--- src/rtl/tmds_timing_gen.sv ---
// tmds_timing_gen: free-running CEA 720p TX raster timing generator; genlock to ext_vsync when TIMING_GENLOCK_EN is defined
module tmds_timing_gen #(
  parameter int   H_SYNC    = 40,
  parameter int   H_BP      = 220,
  parameter int   H_ACTIVE  = 1280,
  parameter int   H_TOTAL   = 1650,
  parameter int   V_SYNC    = 5,
  parameter int   V_BP      = 20,
  parameter int   V_ACTIVE  = 720,
  parameter int   V_TOTAL   = 750,
  parameter int   H_IDX_MID = 600,
  parameter logic SYNC_POL  = 1'b1
) (
  input  logic        tx0_pclk,
  input  logic        rstbtn_n,
`ifdef TIMING_GENLOCK_EN
  input  logic        ext_vsync,
`endif
  output logic        hsync,
  output logic        vsync,
  output logic        pix_req,
  output logic        video_en,
  output logic        hactive,
  output logic        vactive,
  output logic [10:0] video_hcnt,
  output logic [10:0] video_vcnt,
  output logic [11:0] index,
  output logic        frame_start
);
  localparam logic [10:0] HS  = 11'(H_SYNC);
  localparam logic [10:0] HA0 = 11'(H_SYNC + H_BP);
  localparam logic [10:0] HA1 = 11'(H_SYNC + H_BP + H_ACTIVE);
  localparam logic [10:0] HP0 = 11'(H_SYNC + H_BP - 1);
  localparam logic [10:0] HM  = 11'(H_SYNC + H_BP + H_IDX_MID - 1);
  localparam logic [10:0] HT  = 11'(H_TOTAL - 1);
  localparam logic [10:0] VS  = 11'(V_SYNC);
  localparam logic [10:0] VA0 = 11'(V_SYNC + V_BP);
  localparam logic [10:0] VA1 = 11'(V_SYNC + V_BP + V_ACTIVE);
  localparam logic [10:0] VT  = 11'(V_TOTAL - 1);
  logic [10:0] hcnt, vcnt, hn, vn;
  logic        load, hw, ha, va, pa;
`ifdef TIMING_GENLOCK_EN
  logic [2:0] ext_sr;
  always_ff @(posedge tx0_pclk)
    ext_sr <= rstbtn_n ? 3'b000 : {ext_sr[1:0], ext_vsync};
  assign load = ext_sr[1] & ~ext_sr[2];
`else
  assign load = 1'b0;
`endif
  always_comb begin
    hw = hcnt == HT;
    hn = (load | hw) ? 11'd0 : hcnt + 11'd1;
    vn = (load | (hw & (vcnt == VT))) ? 11'd0 : hw ? vcnt + 11'd1 : vcnt;
    ha = (hcnt >= HA0) && (hcnt < HA1);
    va = (vcnt >= VA0) && (vcnt < VA1);
    pa = (hn >= HA0) && (hn < HA1) && (vn >= VA0) && (vn < VA1);
  end
  always_ff @(posedge tx0_pclk) begin
    if (rstbtn_n) begin
      hcnt        <= '0;
      vcnt        <= '0;
      hsync       <= ~SYNC_POL;
      vsync       <= ~SYNC_POL;
      pix_req     <= 1'b0;
      video_en    <= 1'b0;
      hactive     <= 1'b0;
      vactive     <= 1'b0;
      video_hcnt  <= '0;
      video_vcnt  <= '0;
      index       <= '0;
      frame_start <= 1'b0;
    end else begin
      hcnt        <= hn;
      vcnt        <= vn;
      hsync       <= (hcnt < HS) ? SYNC_POL : ~SYNC_POL;
      vsync       <= (vcnt < VS) ? SYNC_POL : ~SYNC_POL;
      pix_req     <= pa;
      video_en    <= ha & va;
      hactive     <= ha;
      vactive     <= va;
      video_hcnt  <= (ha & va) ? hcnt - HA0 : 11'd0;
      video_vcnt  <= va ? vcnt - VA0 : 11'd0;
      index       <= ((hcnt == HP0) && (vcnt == VA0)) ? 12'd0 :
                     ((hcnt == HP0) || (hcnt == HM)) ? index + 12'd1 : index;
      frame_start <= (hcnt == 11'd0) && (vcnt == 11'd0);
    end
  end
endmodule

--- config.mk ---
export PLATFORM = sky130hd
export DESIGN_NAME = tmds_timing_gen
export DESIGN_NICKNAME = d
export VERILOG_FILES = /design/src/rtl/tmds_timing_gen.sv
export SDC_FILE = /design/constraint.sdc
export NUM_CORES = 1
export LEC_CHECK = 0
export ABC_AREA = 1
export ABC_CLOCK_PERIOD_IN_PS = 1600
export BUFFER_PORTS_ARGS = -buffer_cell sky130_fd_sc_hd__buf_4
export CELL_PAD_IN_SITES_DETAIL_PLACEMENT = 2
export CELL_PAD_IN_SITES_GLOBAL_PLACEMENT = 2
export CORE_ASPECT_RATIO = 1.25
export CORE_UTILIZATION = 29
export CTS_BUF_LIST = sky130_fd_sc_hd__clkbuf_16
export DETAILED_ROUTE_END_ITERATION = 6
export PLACE_DENSITY = 0.75
export SETUP_SLACK_MARGIN = 0.4
export SLEW_MARGIN = 20
export SYNTH_ARGS = -nofsm -noshare
export SYNTH_HDL_FRONTEND = slang
export SYNTH_SLANG_ARGS = --single-unit
--- constraint.sdc ---
create_clock -name tx0_pclk -period 1.6 [get_ports tx0_pclk]
set_input_delay 0.24 -clock tx0_pclk [delete_from_list [all_inputs] [get_ports tx0_pclk]]
set_output_delay 0.24 -clock tx0_pclk [all_outputs]
set_load 0.005 [all_outputs]
==> run metrics, run 1 <==
count of input and output buffers 42; Clock Path Buffers 2; top cells by area, synth dfxtp_1, nand2_1, nor2_1; synthesized cell area 3452 sq um; H-tree levels 3; site row count 44; IO Pins 43; antenna violations before repair 1; YS warnings 0; TritonCTS Buffers 9; Clock Sinks 63; post-synth top area share 0.3653; worst_ep grt pix_req$_SDFF_PP0_/D; Synth top cells by count nand2_1, nor2_1, dfxtp_1; hold buffer count at cts 0; sequential share of the synthesized area 0.3653; outcome aborted with a tool error; first error [ERROR DPL-0033] detailed placement checks failed during check placement.; Die X 99.59 microns; largest net degree at the start of global routing 23; main flop type after synthesis dfxtp_1; Die H 124.0 microns; number of enable flip-flop cells after synthesis 0; synthesis-stage register bit count 63; Post-Synthesis Cells 499; Fail Step global routing (5_1_grt); share of synthesized registers carrying an async set or reset 0; Final GP Congestion 0.8027; Synth area leader dfxtp_1; Cell variety after synth 38; Initial Util 0.2972; Synth Net Count 514; Worst EP Category sequential cell input; root buffer cell clkbuf_16; most frequent cell after synthesis nand2_1; detailed placer's ending HPWL 12110 microns; Avg Inst Size Synth 6.918 sq um
[stage by stage]
stage	TNS [ns]	utilization	instances	setup WS (ns)	cell area [sq um]
floorplan	-0.07727	-	499	-0.07727	3620
global placement	-1.918	0.4265	809	-0.2058	4955
detailed placement	-6.908	0.4265	809	-0.3990	4955
CTS	-8.166	0.5172	853	-0.3752	6008
[logic make-up after synthesis]
group / share of synthesized area
adders and majority gates: 0.04712
buffers and inverters: 0.1000
AOI/OAI and AO/OA: 0.07104
DFF: 0.3653
and+or+nand+nor: 0.3835
xor gates and xnor gates: 0.03298
[repair_timing]
action                                  CTS
cloned                                    2
setup buffers                            26
endpoints found under the setup margin   64
gates resized for setup                 151
pin swaps                                51
==> run 2: changes to the inputs <==
ABC_CLOCK_PERIOD_IN_PS = 2080   (was 1600)
CELL_PAD_IN_SITES_DETAIL_PLACEMENT = unset   (was 2)
CELL_PAD_IN_SITES_GLOBAL_PLACEMENT = unset   (was 2)
CORE_ASPECT_RATIO = unset   (was 1.25)
CORE_UTILIZATION = 35   (was 29)
CTS_BUF_LIST = unset   (was sky130_fd_sc_hd__clkbuf_16)
PLACE_DENSITY = unset   (was 0.75)
PLACE_DENSITY_LB_ADDON = 0.15   (was unset)
SETUP_SLACK_MARGIN = unset   (was 0.4)
clock period = 2.08 ns   (was 1.6 ns; I/O delays follow)
==> run 2 against run 1 <==
The flow now finishes without violations; area after synthesis is the same; synthesized cell count is the same.
==> run metrics, run 2 <==
Synth area leader dfxtp_1 (unchanged); Avg Inst Size Synth 6.918 sq um (unchanged); Max VDD drop 0.3228 mV; via count 3256; top cells by area, synth dfxtp_1, nand2_1, nor2_1 (unchanged); Final ANT Viol Nets 0; Setup TNS 0 ns; Largest register FFs 12; clock transition at the registers of the reported paths 0.08 ns; Worst Path Required 2.36 ns; Crit Path Category reg -> reg; Slew Viols, Final 0; final hold vios 0; Top reg by flops index; main flop type after synthesis dfxtp_1 (unchanged); vias per cell 4.726; share of post-route cells with drive strength above 1 0.2071; Cell variety after synth 38 (unchanged); count of input and output buffers 42 (unchanged); Power Density 572.2 nW/um^2; Placeable Area 9415 sq um; routed wl met2 4270 microns; Clock Sinks 63 (unchanged); First-pass DRT Iterations 5; most frequent cell after synthesis nand2_1 (unchanged); antenna violations before repair 0; Synth top cells by count nand2_1, nor2_1, dfxtp_1 (unchanged); Lkg Pwr 2.003 nW; hold buffer count at cts 0 (unchanged); met3 wire length 373 microns; detailed placer's ending HPWL 6569 microns (was 12110 microns); max incr delay on CP 0.35 ns; placed insts 667 (was 809); crit path cell chain inv_2, ha_1, nand2_1, nor2_4, buf_4, nand3_4, nand3_2, nand2_1, nor2_2, nand2_1, a21oi_2, nand3_1, nor2_1; Synth Net Count 514 (unchanged); commonest non-fill, non-tap cell in the layout nand2_1; die area 10260 sq um; CP arrival 2.26 ns; Total Wirelength 8834 microns; first-pass GRT wire length 14460 microns; YS warnings 0 (unchanged); Initial Util 0.3666 (was 0.2972); H-tree levels 3 (unchanged); Final Skew 0.01067 ns; root buffer cell clkbuf_8 (was clkbuf_16); Metal-1 WL 4118 microns; synthesized cell area 3452 sq um (unchanged); Bufs and invs on worst path 2; maximum fanout along the worst path 10; period utilization 0.9514; Final Setup Violations 0; GRT Overall Usage 0.1823; actual slew at the worst max-slew pin 0.4777 ns; IO Pins 43 (unchanged); Final GP Congestion 0.8894 (was 0.8027); Crit. End Element flop; Critical Path Start Type flop; # DRC 0; fin crit period 1.979 ns; post-synth top area share 0.3653 (unchanged); total grt overflow 0; TritonCTS Buffers 9 (unchanged); Worst Hold Class in -> reg; Skew-Pair Late Insertion Delay 0.35 ns; outcome completed (was aborted with a tool error); Worst slew margin 0.6791; Final nets 570; RSZ-0062 raised after global routing yes; commonest non-fill, non-tap cells in the layout nand2_1, nor2_1, dfxtp_1; Die X 101.3 microns (was 99.59 microns); antenna diode count 0; CP max stage cell dfxtp_1; number of enable flip-flop cells after synthesis 0 (unchanged); Crit path top cell by count nand2_1; Post-Synthesis Cells 499 (unchanged); fmax 505.3 MHz; Finished Layout Cells 689; vias in the first global route 3069; top sig layer met4; Die H 101.3 microns (was 124.0 microns); largest delay contributor family on the critical path simple AND/OR/NAND/NOR gates; wire length per cell after detailed routing 12.82 microns; TritonCTS clock tree done; Final Hold Slack 0.3986 ns; Max-cap violations 0; sequential share of the synthesized area 0.3653 (unchanged); share of synthesized registers carrying an async set or reset 0 (unchanged); Clock Path Buffers 2 (unchanged); synthesis-stage register bit count 63 (unchanged); Filler cells 1005; end-of-flow core utilization 0.4470; DR iter-0 viols 133; Area Growth Syn to Fin 21.93%; site row count 35 (was 44); largest net degree at the start of global routing 23; Pwr Total 2.409 mW
## run 2: per-layer routing
| metal | vias up | GRT usage |
|---|---|---|
| li1 | 1699 | - |
| met1 | 1488 | 0.2228 |
| met2 | 61 | 0.3035 |
| met3 | 8 | 0.03865 |
| met4 | 0 | 0.09142 |
| met5 | - | 0 |
## run 2: worst paths after layout
| kind | from | to | slack (ns) | cells after the start |
|---|---|---|---|---|
| max | hcnt[1]$_SDFF_PP0_ | pix_req$_SDFF_PP0_ | 0.10 | 13 |
| min | rstbtn_n | hcnt[0]$_SDFF_PP0_ | 0.40 | 5 |
| max reg2reg | hcnt[1]$_SDFF_PP0_ | pix_req$_SDFF_PP0_ | 0.10 | 13 |
| min reg2reg | vcnt[0]$_SDFF_PP0_ | video_vcnt[0]$_SDFF_PP0_ | 0.48 | 1 |
## run 2: layout make-up
type | count | area [sq um] | area share
Clock buffer | 10 | 137.6 | 0.03270
Clock inverter | 6 | 60.06 | 0.01427
Inverter | 67 | 255.2 | 0.06064
Multi-Input combinational cell | 358 | 1912 | 0.4542
Sequential cell | 63 | 1262 | 0.2999
Tap cell | 129 | 161.4 | 0.03835
Timing Repair Buffer | 56 | 420.4 | 0.09988
## run 2: cell families (layout without fill, tap and decap cells)
kind of cell / count (synthesis) / after routing / share of synthesized area
AO/OA/AOI/OAI: 44 / 44 / 0.07104
adder cells (fa/ha/maj): 13 / 13 / 0.04712
buffers and inverters: 80 / 139 / 0.1000
AND/OR/NAND/NOR: 286 / 288 / 0.3835
flip-flops: 63 / 63 / 0.3653
XOR/XNOR: 13 / 13 / 0.03298
## run 2: tightest hold or removal path, stage by stage
cell and delay [ns]:
buf_4 0.08, inv_1 0.04, buf_4 0.16, nand3_1 0.08
inv_1 0.04
## run 2: through the flow
step	cell area, sq um	setup slack [ns]
after global routing	4209	-0.06226
final	4209	0.1010
after global placement	3910	0.06694
after detailed placement	3910	0.04880
after CTS	4108	0.02117
after floorplan	3452	0.2854
## run 2: power by group
part,total (mW),switching [mW],internal (mW)
registers,1.22,0.00723,1.22
logic,0.118,0.0717,0.0464
clock network,1.07,0.489,0.579
total,2.41,0.568,1.84
## run 2: repair_timing
action | 4_1_cts | 5_1_grt
resized for setup | 0 | 14
endpoints found under the hold margin | 0 | 0
endpoints found under the setup margin | 0 | 8
setup buffers | 0 | 4
Power figures use the tool's default switching activity.
